--- src/rtl/mii_tx_framer_pkg.sv ---
// Shared constants and state encoding for the MII transmit framer and receive checker.
package mii_tx_framer_pkg;

  typedef enum logic [2:0] {
    StIdle,
    StPre,
    StSfd,
    StData,
    StPad,
    StFcs,
    StErr,
    StIpg
  } tx_state_e;

  localparam logic [31:0] CRC32_POLY_REFL = 32'hEDB88320;
  localparam logic [31:0] CRC32_INIT      = 32'hFFFFFFFF;
  localparam logic [3:0]  PREAMBLE_NIB    = 4'h5;
  localparam logic [3:0]  SFD_NIB         = 4'hD;

  // Reflected CRC32 advanced by one nibble, bit 0 of the nibble first.
  function automatic logic [31:0] crc32_nib_step(input logic [31:0] crc, input logic [3:0] d);
    logic [31:0] c;
    c = crc;
    for (int i = 0; i < 4; i++) begin
      c = (c[0] ^ d[i]) ? ((c >> 1) ^ CRC32_POLY_REFL) : (c >> 1);
    end
    return c;
  endfunction

endpackage

--- src/rtl/mii_tx_framer_if.sv ---
// Byte-stream input handshake plus MII TX pins and status of the framer.
interface mii_tx_framer_if;
  logic [7:0] tx_data;
  logic       tx_valid;
  logic       tx_last;
  logic       tx_ready;
  logic       mii_tx_en;
  logic       mii_tx_er;
  logic [3:0] mii_txd;
  logic       busy;
  logic       underrun;

  modport master (
    output tx_data, tx_valid, tx_last,
    input  tx_ready, mii_tx_en, mii_tx_er, mii_txd, busy, underrun
  );

  modport slave (
    input  tx_data, tx_valid, tx_last,
    output tx_ready, mii_tx_en, mii_tx_er, mii_txd, busy, underrun
  );
endinterface

--- src/rtl/mii_tx_framer_crc32_nibble.sv ---
// Nibble-serial Ethernet CRC32 register; init has priority over en.
module crc32_nibble
  import mii_tx_framer_pkg::*;
(
  input  logic        clk,
  input  logic        SW0,
  input  logic        init,
  input  logic        en,
  input  logic [3:0]  d,
  output logic [31:0] crc
);

  logic [31:0] crc_q, crc_d;

  // Next CRC value: reload, advance by one nibble, or hold.
  always_comb begin
    crc_d = crc_q;
    if (init) begin
      crc_d = CRC32_INIT;
    end else if (en) begin
      crc_d = crc32_nib_step(crc_q, d);
    end
  end

  // CRC state register.
  always_ff @(posedge clk or posedge SW0) begin
    if (SW0) begin
      crc_q <= CRC32_INIT;
    end else begin
      crc_q <= crc_d;
    end
  end

  assign crc = crc_q;

endmodule

--- src/rtl/mii_tx_framer.sv ---
// MII transmit framer: preamble, SFD, payload, zero pad, FCS and inter-packet gap as nibbles.
// All pin outputs are flops loaded from next-state values, so the nibble on mii_txd and the
// state register always describe the same cycle; the CRC advances on the edge that loads
// each payload/pad nibble onto mii_txd.
module mii_tx_framer
  import mii_tx_framer_pkg::*;
#(
  parameter int unsigned MIN_PAYLOAD = 60,
  parameter int unsigned PRE_NIBBLES = 15,
  parameter int unsigned IPG_NIBBLES = 24
) (
  input logic             clk,
  input logic             SW0,
  mii_tx_framer_if.slave  bus
);

  localparam int unsigned CntW   = 5;
  localparam logic [10:0] MinLen = 11'(MIN_PAYLOAD);

  tx_state_e   state_q, state_d;
  logic [CntW-1:0] cnt_q, cnt_d;
  logic        hi_q, hi_d;
  logic [7:0]  hold_q, hold_d;
  logic        last_q, last_d;
  logic [10:0] byte_cnt_q, byte_cnt_d;
  logic [3:0]  txd_q, txd_d;
  logic        tx_en_q, tx_en_d;
  logic        tx_er_q, tx_er_d;
  logic        ready_q, ready_d;
  logic        underrun_q, underrun_d;
  logic        busy_q;

  logic        crc_init, crc_en;
  logic [31:0] crc, fcs;
  logic [10:0] byte_inc;
  logic [2:0]  fcs_sel;

  crc32_nibble u_crc (
    .clk  (clk),
    .SW0  (SW0),
    .init (crc_init),
    .en   (crc_en),
    .d    (txd_d),
    .crc  (crc)
  );

  assign fcs      = ~crc;
  assign fcs_sel  = cnt_q[2:0] + 3'd1;
  assign byte_inc = (byte_cnt_q == 11'h7FF) ? byte_cnt_q : byte_cnt_q + 11'd1;

  // Next state, counters and the values the output flops take at the coming edge.
  always_comb begin
    state_d    = state_q;
    cnt_d      = cnt_q;
    hi_d       = hi_q;
    hold_d     = hold_q;
    last_d     = last_q;
    byte_cnt_d = byte_cnt_q;
    txd_d      = 4'h0;
    tx_en_d    = 1'b0;
    tx_er_d    = 1'b0;
    ready_d    = 1'b0;
    underrun_d = 1'b0;
    crc_init   = 1'b0;
    crc_en     = 1'b0;
    unique case (state_q)
      StIdle: begin
        crc_init   = 1'b1;
        byte_cnt_d = '0;
        ready_d    = 1'b1;
        if (bus.tx_valid && ready_q) begin
          hold_d  = bus.tx_data;
          last_d  = bus.tx_last;
          state_d = StPre;
          cnt_d   = '0;
          tx_en_d = 1'b1;
          txd_d   = PREAMBLE_NIB;
          ready_d = 1'b0;
        end
      end
      StPre: begin
        tx_en_d = 1'b1;
        if (cnt_q == CntW'(PRE_NIBBLES - 1)) begin
          state_d = StSfd;
          txd_d   = SFD_NIB;
        end else begin
          cnt_d = cnt_q + 1'b1;
          txd_d = PREAMBLE_NIB;
        end
      end
      StSfd: begin
        state_d = StData;
        hi_d    = 1'b0;
        tx_en_d = 1'b1;
        txd_d   = hold_q[3:0];
        crc_en  = 1'b1;
      end
      StData: begin
        tx_en_d = 1'b1;
        if (!hi_q) begin
          hi_d    = 1'b1;
          txd_d   = hold_q[7:4];
          crc_en  = 1'b1;
          ready_d = !last_q;
        end else begin
          byte_cnt_d = byte_inc;
          if (last_q) begin
            if (byte_inc < MinLen) begin
              state_d = StPad;
              hi_d    = 1'b0;
              crc_en  = 1'b1;
            end else begin
              state_d = StFcs;
              cnt_d   = '0;
              txd_d   = fcs[3:0];
            end
          end else if (bus.tx_valid) begin
            hold_d = bus.tx_data;
            last_d = bus.tx_last;
            hi_d   = 1'b0;
            txd_d  = bus.tx_data[3:0];
            crc_en = 1'b1;
          end else begin
            state_d    = StErr;
            underrun_d = 1'b1;
            tx_er_d    = 1'b1;
          end
        end
      end
      StPad: begin
        tx_en_d = 1'b1;
        if (!hi_q) begin
          hi_d   = 1'b1;
          crc_en = 1'b1;
        end else begin
          byte_cnt_d = byte_inc;
          if (byte_inc >= MinLen) begin
            state_d = StFcs;
            cnt_d   = '0;
            txd_d   = fcs[3:0];
          end else begin
            hi_d   = 1'b0;
            crc_en = 1'b1;
          end
        end
      end
      StFcs: begin
        if (cnt_q == CntW'(7)) begin
          state_d = StIpg;
          cnt_d   = '0;
        end else begin
          cnt_d   = cnt_q + 1'b1;
          tx_en_d = 1'b1;
          txd_d   = fcs[{fcs_sel, 2'b00} +: 4];
        end
      end
      StErr: begin
        state_d = StIpg;
        cnt_d   = '0;
      end
      StIpg: begin
        // The IDLE cycle that precedes any new preamble supplies the final gap nibble.
        if (cnt_q == CntW'(IPG_NIBBLES - 2)) begin
          state_d = StIdle;
          ready_d = 1'b1;
        end else begin
          cnt_d = cnt_q + 1'b1;
        end
      end
      default: state_d = StIdle;
    endcase
  end

  // State, counters, hold register and registered outputs.
  always_ff @(posedge clk or posedge SW0) begin
    if (SW0) begin
      state_q    <= StIdle;
      cnt_q      <= '0;
      hi_q       <= 1'b0;
      hold_q     <= '0;
      last_q     <= 1'b0;
      byte_cnt_q <= '0;
      txd_q      <= '0;
      tx_en_q    <= 1'b0;
      tx_er_q    <= 1'b0;
      ready_q    <= 1'b0;
      underrun_q <= 1'b0;
      busy_q     <= 1'b0;
    end else begin
      state_q    <= state_d;
      cnt_q      <= cnt_d;
      hi_q       <= hi_d;
      hold_q     <= hold_d;
      last_q     <= last_d;
      byte_cnt_q <= byte_cnt_d;
      txd_q      <= txd_d;
      tx_en_q    <= tx_en_d;
      tx_er_q    <= tx_er_d;
      ready_q    <= ready_d;
      underrun_q <= underrun_d;
      busy_q     <= (state_d != StIdle);
    end
  end

  assign bus.tx_ready  = ready_q;
  assign bus.mii_txd   = txd_q;
  assign bus.mii_tx_en = tx_en_q;
  assign bus.mii_tx_er = tx_er_q;
  assign bus.underrun  = underrun_q;
  assign bus.busy      = busy_q;

endmodule
--- src/flat_wrapper.sv ---
// flat-port wrapper written by rule: the top's interface ports become plain ports
module mii_tx_framer_flat import mii_tx_framer_pkg::*;
#(
  parameter int unsigned MIN_PAYLOAD = 60,
  parameter int unsigned PRE_NIBBLES = 15,
  parameter int unsigned IPG_NIBBLES = 24
)
  (clk, SW0, bus_tx_data, bus_tx_valid, bus_tx_last, bus_tx_ready, bus_mii_tx_en, bus_mii_tx_er, bus_mii_txd, bus_busy, bus_underrun);
  mii_tx_framer_if bus_i ();
  input logic clk;
  input logic SW0;
  input wire logic [$bits(bus_i.tx_data)-1:0] bus_tx_data;
  input wire logic [$bits(bus_i.tx_valid)-1:0] bus_tx_valid;
  input wire logic [$bits(bus_i.tx_last)-1:0] bus_tx_last;
  output wire logic [$bits(bus_i.tx_ready)-1:0] bus_tx_ready;
  output wire logic [$bits(bus_i.mii_tx_en)-1:0] bus_mii_tx_en;
  output wire logic [$bits(bus_i.mii_tx_er)-1:0] bus_mii_tx_er;
  output wire logic [$bits(bus_i.mii_txd)-1:0] bus_mii_txd;
  output wire logic [$bits(bus_i.busy)-1:0] bus_busy;
  output wire logic [$bits(bus_i.underrun)-1:0] bus_underrun;
  assign bus_i.tx_data = bus_tx_data;
  assign bus_i.tx_valid = bus_tx_valid;
  assign bus_i.tx_last = bus_tx_last;
  assign bus_tx_ready = bus_i.tx_ready;
  assign bus_mii_tx_en = bus_i.mii_tx_en;
  assign bus_mii_tx_er = bus_i.mii_tx_er;
  assign bus_mii_txd = bus_i.mii_txd;
  assign bus_busy = bus_i.busy;
  assign bus_underrun = bus_i.underrun;
  mii_tx_framer #(.MIN_PAYLOAD(MIN_PAYLOAD), .PRE_NIBBLES(PRE_NIBBLES), .IPG_NIBBLES(IPG_NIBBLES)) u_core (.clk(clk), .SW0(SW0), .bus(bus_i));
endmodule
--- config.mk ---
export PLATFORM = sky130hd
export DESIGN_NAME = mii_tx_framer_flat
export DESIGN_NICKNAME = d
export VERILOG_FILES = /design/src/rtl/mii_tx_framer_pkg.sv /design/src/rtl/mii_tx_framer_if.sv /design/src/rtl/mii_tx_framer_crc32_nibble.sv /design/src/rtl/mii_tx_framer.sv /design/src/flat_wrapper.sv
export SDC_FILE = /design/constraint.sdc
export NUM_CORES = 1
export LEC_CHECK = 0
export ABC_AREA = 1
export CORE_ASPECT_RATIO = 0.5
export CORE_MARGIN = 3
export CORE_UTILIZATION = 48
export CTS_BUF_LIST = sky130_fd_sc_hd__clkbuf_16
export DETAILED_ROUTE_END_ITERATION = 12
export PLACE_DENSITY = 0.65
export SYNTH_ARGS = -nofsm -noshare
export SYNTH_HDL_FRONTEND = slang
export SYNTH_HIERARCHICAL = 1
export SYNTH_SLANG_ARGS = --single-unit
export TNS_END_PERCENT = 20
--- constraint.sdc ---
create_clock -name clk -period 3.3 [get_ports clk]
set_clock_uncertainty 0.15 [all_clocks]
set_input_delay 0.495 -clock clk [delete_from_list [all_inputs] [get_ports clk]]
set_output_delay 0.495 -clock clk [all_outputs]
set_load 0.02 [all_outputs]
; Word level (Yosys, flattened, before mapping)
; Index checks and enable logic that the tools add are counted.
[classes]
addsub = 3
mul = 0
n_div = 0
order_cmp = 2
eq_ne = 22
shift = 1
mux = 75
n_bitwise = 9
n_reduce_logical = 15
[ops]
columns = operator, count
row1 = 32-bit two-way mux, 6
row2 = 13-bit inverter with 14-bit output, 4
row3 = 5-bit two-way mux, 9
row4 = 5-bit one-hot mux with 7 select lines, 1
row5 = 4-bit two-way mux, 8
row6 = 8-bit two-way mux, 4
row7 = 32-bit inverter, 1
row8 = 32-bit by 6-bit variable part select with 4-bit output, 1
row9 = 3-bit two-way mux, 10
row10 = 1-bit two-way mux, 26
row11 = 3-bit one-hot mux with 8 select lines, 1
row12 = 4-bit one-hot mux with 6 select lines, 1
row13 = 11-bit two-way mux, 2
row14 = 11-bit one-hot mux with 2 select lines, 1
row15 = 8-bit one-hot mux with 2 select lines, 1
row16 = 3-bit == test (second input constant), 4
row17 = 2-bit by 1-bit inequality test with 1-bit output (second input constant), 6
row18 = 1-bit one-hot mux with 3 select lines, 4
row19 = 11-bit by 1-bit adder with 11-bit output (second input constant), 1
row20 = 11-bit == test (second input constant), 1
row21 = 11-bit by 6-bit >= comparator with 1-bit output (second input constant), 1
row22 = 11-bit by 6-bit < comparator with 1-bit output (second input constant), 1
row23 = 2-bit inequality test (second input constant), 5
row24 = 9-bit AND reduction, 1
row25 = other kinds (20), 27
[word_totals]
regBits = 69
latch_bits = 0
ramBits = 0
romBits = 0
inputBits = 12
out_inout_bits = 9
elab_cells = 139
memories = 0

; Depth between registers and ports, before layout
[logic_depth]
word_depth = 17
depth_mapped = 23

; By module
; The synthesis kept the hierarchy.
[modules_own_cells]
columns = mod, n_inst, cells_per_inst, area_each_um2, seq_area_each_um2
row1 = mii_tx_framer, 1, 383, 2705.1, 925.9
row2 = crc32_nibble, 1, 253, 2010.7, 840.8

; Worst setup path after synthesis
; No wires, ideal clock.
[synth_timing]
path_kind = register to register
startpoint = reg u_core.cnt_q[0]
endpoint = reg u_core.u_crc.crc_q[17], in the netlist u_core/u_crc/crc[17]
t_arrival_ns = 2.519
t_required_ns = 3.074
setup_slack_ns = 0.555
path_stages_with_launch = 20
path_buffers = 2
period_less_slack_ns = 2.745
path_cell_list = dfrtp_1 -> inv_1 -> clkbuf_1 -> ha_1 -> clkbuf_1 -> o21ai_0 -> a21oi_1 -> o21ai_0 -> nand2_1 -> o21ai_0 -> inv_1 -> nand2_1 -> inv_2 -> nand2_2 -> nand2_4 -> nand2_2 -> nand2_4 -> xnor2_1 -> o21ai_1 -> inv_1
[synth_between]
word_cells_on_any_way = 14
cone_classes = 1 x add/sub / 1 x eq/ne / 1 x shift / 8 x mux / 3 x bitwise
[synth_rtl]
columns = item, line_no
row1 = start: declaration, mii_tx_framer.sv:21  ; logic [CntW-1:0] cnt_q, cnt_d;
row2 = start signal: assignment, mii_tx_framer.sv:191  ; cnt_q <= cnt_d;
row3 = 3-bit by 1-bit adder with 3-bit output, mii_tx_framer.sv:48  ; assign fcs_sel = cnt_q[2:0] + 3'd1;
row4 = 32-bit by 6-bit variable part select with 4-bit output, mii_tx_framer.sv:154  ; txd_d = fcs[{fcs_sel, 2'b00} +: 4];
row5 = 4-bit two-way mux (*), mii_tx_framer.sv:148  ; if (cnt_q == CntW'(7)) begin
row6 = 4-bit one-hot mux with 6 select lines (*), mii_tx_framer.sv:66  ; unique case (state_q)
row7 = net u_core.txd_d[1], mii_tx_framer.sv:26  ; logic [3:0] txd_q, txd_d;
row8 = 1-bit bitwise XOR (*), mii_tx_framer_pkg.sv:25  ; c = (c[0] ^ d[i]) ? ((c >> 1) ^ CRC32_POLY_REFL) : (c >> 1);
row9 = 32-bit two-way mux (*) (3 in a row), mii_tx_framer_pkg.sv:25
row10 = 32-bit two-way mux (*), mii_tx_framer_crc32_nibble.sv:20  ; end else if (en) begin
row11 = 32-bit two-way mux (*), mii_tx_framer_crc32_nibble.sv:18  ; if (init) begin
row12 = end signal: assignment, mii_tx_framer_crc32_nibble.sv:30  ; crc_q <= crc_d;
row13 = end: declaration, mii_tx_framer_crc32_nibble.sv:13  ; logic [31:0] crc_q, crc_d;
; The timed path passes the listed nets; every way through them passes the cells marked *. The select of a mux whose other input is x is not followed.
; A chain may end at the register's enable or synchronous reset.

; Worst setup path in the final report
[layout_timing]
startpoint = reg u_core.cnt_q[0]
endpoint = reg u_core.u_crc.crc_q[6], in the netlist u_core/u_crc/crc[6]
; The elaborated chain is that of the path after synthesis.

==> flow_summary.ini <==
[synthesis]
syn-cell-area_sq_mm = 0.00472
netlist_instances = 636
synthArstFlopShare_pct = 100
yosys_most_used_dff = dfrtp_1
seq_area_frac_synth_pct = 37.5
ys_types = 49
synth.net_count = 651
synth_enable_flop_cells = 0
synth.avg_cell_area_sq_um = 7.41
ys_ff_latch = 69
yosys_warnings = 6

[clock_tree]
clkLatencyLatePin_ns = 0.33
postCtsHoldBufs = 0
cts_tree = done
htreeDepth = 3
cts_buffers = 9
clockRootBuffer = clkbuf_16
clock-sinks = 69
clk_path_buf_depth = 2
clk_pin_slew_worst_paths_ns = 0.05

[die]
io_pins = 21
core_area_sq_mm = 0.00913
die_h_um = 76.1
rows = 24
die_w_um = 146
initial_utilization_pct = 51.7
dieArea_sq_mm = 0.0111

[place]
hpwl_um = 8620
io_buffers = 20
place_congestion = 0.913

[pwr]
power_per_cell_area_mw_per_mm2 = 751
p_leak_nw = 2.68
ir_worst_vdd_mv = 0.323

[critical_path]
cp_top_family = compound AO/OA/AOI/OAI gates
cpMostUsedCell = inv_1
cp-start-kind = flop
end_kind = flop
required_ns = 3.43
path_cells = inv_1 > ha_1 > inv_1 > a21oi_1 > a221oi_1 > o21ai_0 > inv_1 > nand2_1 > inv_2 > nand2_2 > nand2_4 > nand2_2 > nand2_4 > inv_2 > nor2_1 > o22ai_1 > inv_1
crit_slowest_cell = a221oi_1
path_buf_inv = 6
critical_path.max_fanout = 8
arrival_ns = 3.11
worstSetupPathType = reg -> reg
cpPeakStageDelay_ns = 0.43

[global_routing]
grt_antenna_before_repair = 0
track_usage_pct = 22.9
grt-ovfl-total = 0
grt_max_degree = 38
grt_pass1_vias = 4058
grt_pass1_wl_um = 20500

[timing]
slew_violations = 0
fmax_ghz = 0.335
finalSetupViolations = 0
tightest_slew_ns = 0.625
maxSlewHeadroom_pct = 58.4
fin_tns_setup_ns = 0
finalHoldViolations = 0
finalCritPeriodShare_pct = 90.4
hold_slack_ns = 0.340
period_minus_slack_ns = 2.98
grt_setup_unrepaired = no

[layout]
diodes = 0
syn_to_final_growth_pct = 13.4
most-common-layout-cells = nand2_1 (168), inv_1 (100), nand3_1 (49)
nets = 679
layout_commonest_cell = nand2_1
fin_util_pct = 58.6
drive_gt1_share_pct = 18.4

[drt]
ant_nets = 0
drc = 0
via_per_inst = 5.23
drt_iter0_drc = 334
firstDrtPassIters = 5
wl_um = 11900
post_drt_wl_per_cell_um = 14.9
num_vias = 4178

[run_status]
outcome = finished clean

[hold_path]
hold_path.class = reg -> reg

[flow_run]
cap_violations = 0
## cell usage after synthesis (3+ instances only)
library cell,instances,area share (%)
nor2_1,37,2.9
o21ai_0,26,2.8
ha_1,3,0.80
nor2_2,5,0.66
nand2_4,8,1.9
nand3_1,49,5.2
xor2_2,3,1.0
inv_2,13,1.0
a22oi_1,6,0.96
nand2_2,14,1.9
buf_2,7,0.74
nand4_1,8,1.1
dfrtp_1,37,20
a21oi_1,32,3.4
nor3_1,4,0.42
xor2_1,15,2.8
nand2_1,168,13
o22ai_1,11,1.5
a221oi_1,3,0.56
a31oi_1,3,0.40
clkbuf_1,4,0.32
o21ai_1,9,0.96
nor2_4,6,1.4
xnor2_1,3,0.56
dfstp_2,32,18
inv_1,97,7.7
nand3_4,4,1.5
## final timing paths
path	slack, ns	cells past startpoint	to	startpoint
worst max-delay path	0.32	17	u_core/u_crc/crc[6]	u_core/cnt_q[0]
worst min-delay path	0.34	2	u_core/u_crc/crc[18]	u_core/u_crc/crc[18]
worst max register to register	0.32	17	u_core/u_crc/crc[6]	u_core/cnt_q[0]
worst min register to register	0.34	2	u_core/u_crc/crc[18]	u_core/u_crc/crc[18]
max in group asynchronous	2.19	3	u_core/bus.underrun	SW0
min in group asynchronous	0.47	3	u_core/hold_q[5]	SW0
## cell families after synthesis
| group | after synthesis | share of synthesized area [%] |
|---|---|---|
| flops | 69 | 37.5 |
| simple gates | 311 | 32.4 |
| fa+ha+maj | 3 | 0.796 |
| xor+xnor | 22 | 4.96 |
| compound gates | 105 | 13.5 |
| mux | 2 | 0.478 |
| buf+inv | 124 | 10.4 |
## registers in the layout, summed over array words and instances (netlist names)
| name | cells |
|---|---|
| u_core/byte_cnt_q | 11 |
| u_core/cnt_q | 5 |
| u_core/bus.mii_tx_en | 1 |
| u_core/u_crc/crc | 32 |
| u_core/bus.underrun | 1 |
| u_core/bus.busy | 1 |
| u_core/state_q | 3 |
| u_core/hi_q | 1 |
| u_core/bus.tx_ready | 1 |
| u_core/last_q | 1 |
| u_core/hold_q | 8 |
| u_core/bus.mii_txd | 4 |
## metal layers
metal	part of all wire [%]	GRT usage [%]
met5	0	0
met4	1.2	5.72
met3	5.5	5.76
met2	46	35.9
met1	48	31.8
## report_power, final
| part | internal (mW) | switching [mW] | leakage, nW |
|---|---|---|---|
| combinational | 0.677 | 1.30 | 1.74 |
| sequential | 1.05 | 0.151 | 0.805 |
| clock | 0.491 | 0.352 | 0.136 |
| total | 2.21 | 1.80 | 2.68 |
## layout make-up
cell class / instances / area [sq um]
Fill cell: 882 / 3780
Multi-Input combinational cell: 443 / 2470
Sequential cell: 69 / 1770
Inverter: 110 / 413
Timing Repair Buffer: 31 / 287
Clock buffer: 9 / 225
Tap cell: 130 / 163
Clock inverter: 7 / 27.5
## tightest hold or removal path, delay by kind of cell, from the launching register on
family           cells  cell delay (ns)
and+or+nand+nor      2             0.11
DFF                  1             0.38
## repair_timing
| action | 4_1_cts | 5_1_grt |
|---|---|---|
| setup endpoints to repair | 0 | 8 |
| resized for setup | 0 | 3 |
| setup buffers | 0 | 0 |
## metrics by stage
step                area (sq um)  setup slack [ns]  total power [mW]  std cells
floorplan                   4720             0.555              2.60        636
global placement            5080             0.238              3.14        783
detailed placement          5080             0.236              3.15        783
CTS                         5340             0.276              4.02        799
global route                5350            0.0287              4.34        799
finish                      5350             0.316              4.02        799
(Power assumes the default switching activity.)
==> RTL change 1 (same flow settings) <==
Re-encode `tx_state_e` (8 states) as Gray code, 3 bits wide.
--- a/src/rtl/mii_tx_framer_pkg.sv
+++ b/src/rtl/mii_tx_framer_pkg.sv
@@ -4,10 +4,10 @@
   typedef enum logic [2:0] {
-    StIdle,
-    StPre,
-    StSfd,
-    StData,
-    StPad,
-    StFcs,
-    StErr,
-    StIpg
+    StIdle = 3'b000,
+    StPre  = 3'b001,
+    StSfd  = 3'b011,
+    StData = 3'b010,
+    StPad  = 3'b110,
+    StFcs  = 3'b111,
+    StErr  = 3'b101,
+    StIpg  = 3'b100
   } tx_state_e;
Behaviour: no difference found for any inputs over 10 cycles, from zero or initial values; not proved beyond that.
==> RTL change 1 against the original RTL <==
- worst setup slack worse by 25 ps
- largest cell class unchanged
- power grew 35%
- via count rose by 0.62%
- clock power grew 11%
- routed wire length down 1.9%
- critical path depth increased by 1
- area after synthesis is 1.7% lower
- sequential cell count unchanged
- synthesized cell count shrank 0.47%
- design area increased by 0.23%
- cell count is 0.25% higher
- critical path type unchanged
- highest routed layer unchanged
==> RTL change 1: results (changes against the original RTL) <==
metric,value,unit,change
cts_inserted_buffers,9,,unchanged
netlist_top_cells_area,"dfrtp_1, dfstp_2, nand2_1",,
ys_types,45,,-8.2%
r2r_setup_slack,290,ps,-30 ps
grt_pass1_wl,19200,um,-6.3%
synth-main-ff-cell,dfrtp_1,,
hold_start,u_core/u_crc/crc[19]$_DFFE_PP1P_,,
nNetsFinal,681,,+0.29%
crit_fanout,10,,+2
synth-async-reset-ratio,100,%,unchanged
slowest_stage,dfrtp_1,,
r2r_cells,18,,+1
place_hpwl,8250,um,-4.2%
firstDrtPassIters,5,,unchanged
routed_wl,11700,um,-1.9%
grt_pass1_vias,3878,,-4.4%
muxShareOfSynthArea,0.729,%,+0.25 points
synth-seq-area-share,38.1,%,+0.64 points
arrival,3120,ps,about the same
netlist_instances,633,,-0.47%
antenna_found_initial,0,,unchanged
ys_warn_count,6,,unchanged
htree_num_levels,3,,unchanged
place.gp.congestion,0.880,,-3.6%
synthAdderAreaFrac,0.809,%,+0.014 points
clk_pin_slew,60,ps,
fillCellCount,840,,-4.8%
cts_buffer_depth,2,,unchanged
vias,4204,,+0.62%
clockRootBuffer,clkbuf_16,,
grt_use_total,22.2,%,-0.69 points
largest_register_ffs,32,,unchanged
avgViaCountPerCell,5.25,,+0.37%
worst_path_largest_cell_delay,400,ps,-30 ps
min_to,u_core/u_crc/crc[19]$_DFFE_PP1P_,,
synth_commonest_cells,"nand2_1, inv_1, nand3_1",,
synth_fp_nets,648,,-0.46%
synth_xor_area_share,4.86,%,-0.10 points
worstMarginPinSlew,558,ps,-67.1 ps
status,completed,,
portBuffers,20,,unchanged
r2r_start,u_core/cnt_q[0]$_DFFE_PP0P_,,
synth_compound_area_share,12.2,%,-1.3 points
dr.first_iter.drc_count,341,,+2.1%
drive_above_1_share,19.7,%,+1.3 points
vdd_drop_max,0.000437,V,+35%
power_leakage,0.00265,uW,-1.2%
place_area,5030,um2,-1.1%
regToRegEndpoint,u_core/u_crc/crc[5]$_DFFE_PP1P_,,
dp_cells,781,,-0.26%
-- RTL change 1: cell count changes in the layout (fill, tap and decap cells not counted), moves of 4 or more --
cell     delta
nor2_1      +9
nand2_1     -9
buf_4       +4
inv_2       +4
nand2_2     +4
o22ai_1     -4
inv_1       -7
nand3_2     +4
-- RTL change 1: power by group --
part | switching, uW | internal, uW | total [uW]
logic | 1950 | 1090 | 3040
clock network | 361 | 574 | 935
registers | 233 | 1210 | 1440
total | 2550 | 2870 | 5420
-- RTL change 1: logic make-up (layout without fill, tap and decap cells) --
logic type,Yosys count,count (layout)
adder cells (fa/ha/maj),3,3
XOR/XNOR,21,21
multiplexers,3,3
AND/OR/NAND/NOR,316,316
buffers and inverters,124,162
AO/OA/AOI/OAI,97,97
flip-flops,69,69
-- RTL change 1: worst max-delay path: cells and delay by family, from the launching register on --
kind / cells / cell delay (ps)
flops: 1 / 400
compound gates: 3 / 410
fa+ha+maj: 1 / 310
xor+xnor: 1 / 150
buf+inv: 5 / 540
simple gates: 8 / 970
-- RTL change 1: through the flow --
stage          hold slack [ps]  utilization, %  setup slack, ps  total power, uW
2_1_floorplan              309               -              241             3590
3_3_place_gp               326            55.6              255             4280
6_report                   340            59.3              291             5420
5_1_grt                    356            59.3             34.5             5860
4_1_cts                    344            58.8              318             5290
3_5_place_dp               331            55.6              283             4330
-- RTL change 1: worst max path at each step --
stage | start | end
after floorplan | u_core/cnt_q[0]$_DFFE_PP0P_ | u_core/u_crc/crc[5]$_DFFE_PP1P_
after global placement | bus_tx_valid | u_core/u_crc/crc[6]$_DFFE_PP1P_
after detailed placement | bus_tx_valid | u_core/u_crc/crc[6]$_DFFE_PP1P_
after CTS | u_core/byte_cnt_q[0]$_DFFE_PP0P_ | u_core/u_crc/crc[26]$_DFFE_PP1P_
after global routing | u_core/byte_cnt_q[1]$_DFFE_PP0P_ | u_core/u_crc/crc[26]$_DFFE_PP1P_
final | u_core/cnt_q[0]$_DFFE_PP0P_ | u_core/u_crc/crc[5]$_DFFE_PP1P_
-- RTL change 1: area by class of cell --
cell class,instances,area [um2],area share [%]
inverter,110,413,7.70
sequential,69,1770,33.0
clock buffer,9,225,4.20
clock inverter,7,57.6,1.07
tap,130,163,3.03
multi-input combinational,440,2390,44.6
timing repair buffer,36,345,6.44
-- RTL change 1: routing by layer --
| layer | track usage (%) | up-vias | wire [um] |
|---|---|---|---|
| li1 | - | 2082 | - |
| met1 | 29.7 | 1999 | 5540 |
| met2 | 37.5 | 114 | 5400 |
| met3 | 4.81 | 9 | 656 |
| met4 | 6.00 | 0 | 78 |
| met5 | 0 | - | 0 |
-- RTL change 1: timing repair --
action,CTS,global route
setup endpoints to repair,0,3
gates resized for setup,0,2
setup buffers,0,4
hold endpoints to repair,0,0
hold buffers,0,0
==> RTL change 2 (same flow settings) <==
Without the edit above. The localparam `CntW` goes from 5 to 4.
--- a/src/rtl/mii_tx_framer.sv
+++ b/src/rtl/mii_tx_framer.sv
@@ -16,3 +16,3 @@
 
-  localparam int unsigned CntW   = 5;
+  localparam int unsigned CntW   = 4;
   localparam logic [10:0] MinLen = 11'(MIN_PAYLOAD);
Check against the original RTL: no difference found for any inputs over 10 cycles, from zero or initial values; that may be too few to reach the edited logic, so the function may still have changed.
==> RTL change 2 against the original RTL <==
- area after synthesis down 4.8%
- critical path depth is 1 higher
- sequential share of layout area is 1.1 points higher
- worst setup slack lost 72 ps
- fmax down 2.3%
- design area down 4.6%
- power increased by 11%
- sequential cell count is 1 lower
- worst hold slack worse by 5.1 ps
- routed wire length decreased by 5.1%
- sequential power rose by 11%
- largest power group unchanged
- highest routed layer unchanged
==> RTL change 2: results (changes against the original RTL) <==
metric,value,unit,change
fillCellCount,833,,-5.6%
wl_met3,590,um,-10%
routed_wl,11300,um,-5.1%
grt_pass1_vias,3727,,-8.2%
wl_per_cell,14.8,um,-0.41%
met2_usage,36.5,%,+0.67 points
grt_max_degree,37,,-2.6%
pre_cts_slack,211,ps,-24.9 ps
fmax,0.327,GHz,-2.3%
grt_use_total,22.7,%,-0.20 points
crit_fanout,12,,+4
drive_above_1_share,17.5,%,-0.84 points
ys_types,48,,-2.0%
crit_end,u_core/u_crc/crc[9]$_DFFE_PP1P_,,
status,completed,,
startpoint,u_core/byte_cnt_q[1]$_DFFE_PP0P_,,
place_hpwl,8060,um,-6.5%
vdd_drop_max,0.000326,V,+1.1%
dp_cells,744,,-5.0%
regToRegEndpoint,u_core/u_crc/crc[9]$_DFFE_PP1P_,,
dr.first_iter.drc_count,496,,+49%
slowest_stage,dfrtp_1,,
nFlopsAndLatches,68,,-1.4%
met3_usage,5.65,%,-0.11 points
drt-met1-wl,5230,um,-7.6%
r2r_cells,18,,+1
nNetsFinal,654,,-3.7%
syn_area_per_cell,7.32,um2,-1.2%
arrival,3170,ps,+60 ps
place_area,4820,um2,-5.1%
grt_pass1_wl,18500,um,-9.6%
synth_fp_nets,628,,-3.5%
wl_met2,5320,um,-2.4%
r2r_setup_slack,240,ps,-70 ps
hold_ws,335,ps,-5.08 ps
layout.nonclk_buf_share,5.83,%,+0.48 points
multi_input_gates,417,,-5.9%
final_cell_area,5100,um2,-4.6%
worstMarginPinSlew,669,ps,+44.6 ps
multiInputGateArea,2250,um2,-8.7%
place.gp.congestion,0.905,,-0.94%
synth_commonest_cells,"nand2_1, inv_1, nand3_1",,
netlist_top_cells_area,"dfrtp_1, dfstp_2, nand2_1",,
avgViaCountPerCell,5.25,,+0.44%
[RTL change 2: changes by cell type in the layout (fill, tap and decap cells not counted), moves of 5 or more]
cell,delta
o21ai_0,+9
o21ai_1,+6
o211ai_1,+5
a21oi_1,-13
nand2_1,-11
nand3_2,+5
[RTL change 2: worst min-delay path by stage]
stage                                           from                          endpoint  depth (start not counted)
floorplan               u_core/hold_q[0]$_DFFE_PP0P_      u_core/hold_q[0]$_DFFE_PP0P_                          2
global placement        u_core/hold_q[3]$_DFFE_PP0P_      u_core/hold_q[3]$_DFFE_PP0P_                          2
detailed placement      u_core/hold_q[7]$_DFFE_PP0P_      u_core/hold_q[7]$_DFFE_PP0P_                          1
CTS                     u_core/hold_q[7]$_DFFE_PP0P_      u_core/hold_q[7]$_DFFE_PP0P_                          1
global route        u_core/u_crc/crc[19]$_DFFE_PP1P_  u_core/u_crc/crc[19]$_DFFE_PP1P_                          2
finish                  u_core/hold_q[7]$_DFFE_PP0P_      u_core/hold_q[7]$_DFFE_PP0P_                          1
[RTL change 2: power breakdown]
part | leakage [uW] | switching [uW] | internal [uW]
registers | 0.000797 | 203 | 1130
logic | 0.00163 | 1480 | 809
clock network | 0.000138 | 345 | 491
total | 0.00257 | 2030 | 2430
[RTL change 2: kinds of logic (layout without fill, tap and decap cells)]
kind of cell	Yosys count	in the layout	share of synthesized area [%]
buffers and inverters	128	159	11.5
adders and majority gates	3	3	0.836
AOI/OAI and AO/OA	103	103	13.4
DFF	68	68	38.8
and+or+nand+nor	286	286	29.4
xor gates and xnor gates	21	21	5.02
muxes	4	4	1.00
[RTL change 2: timing repair]
action,4_1_cts,5_1_grt
endpoints found under the setup margin,0,22
gates resized for setup,0,4
hold buffers,0,0
setup buffers,0,1
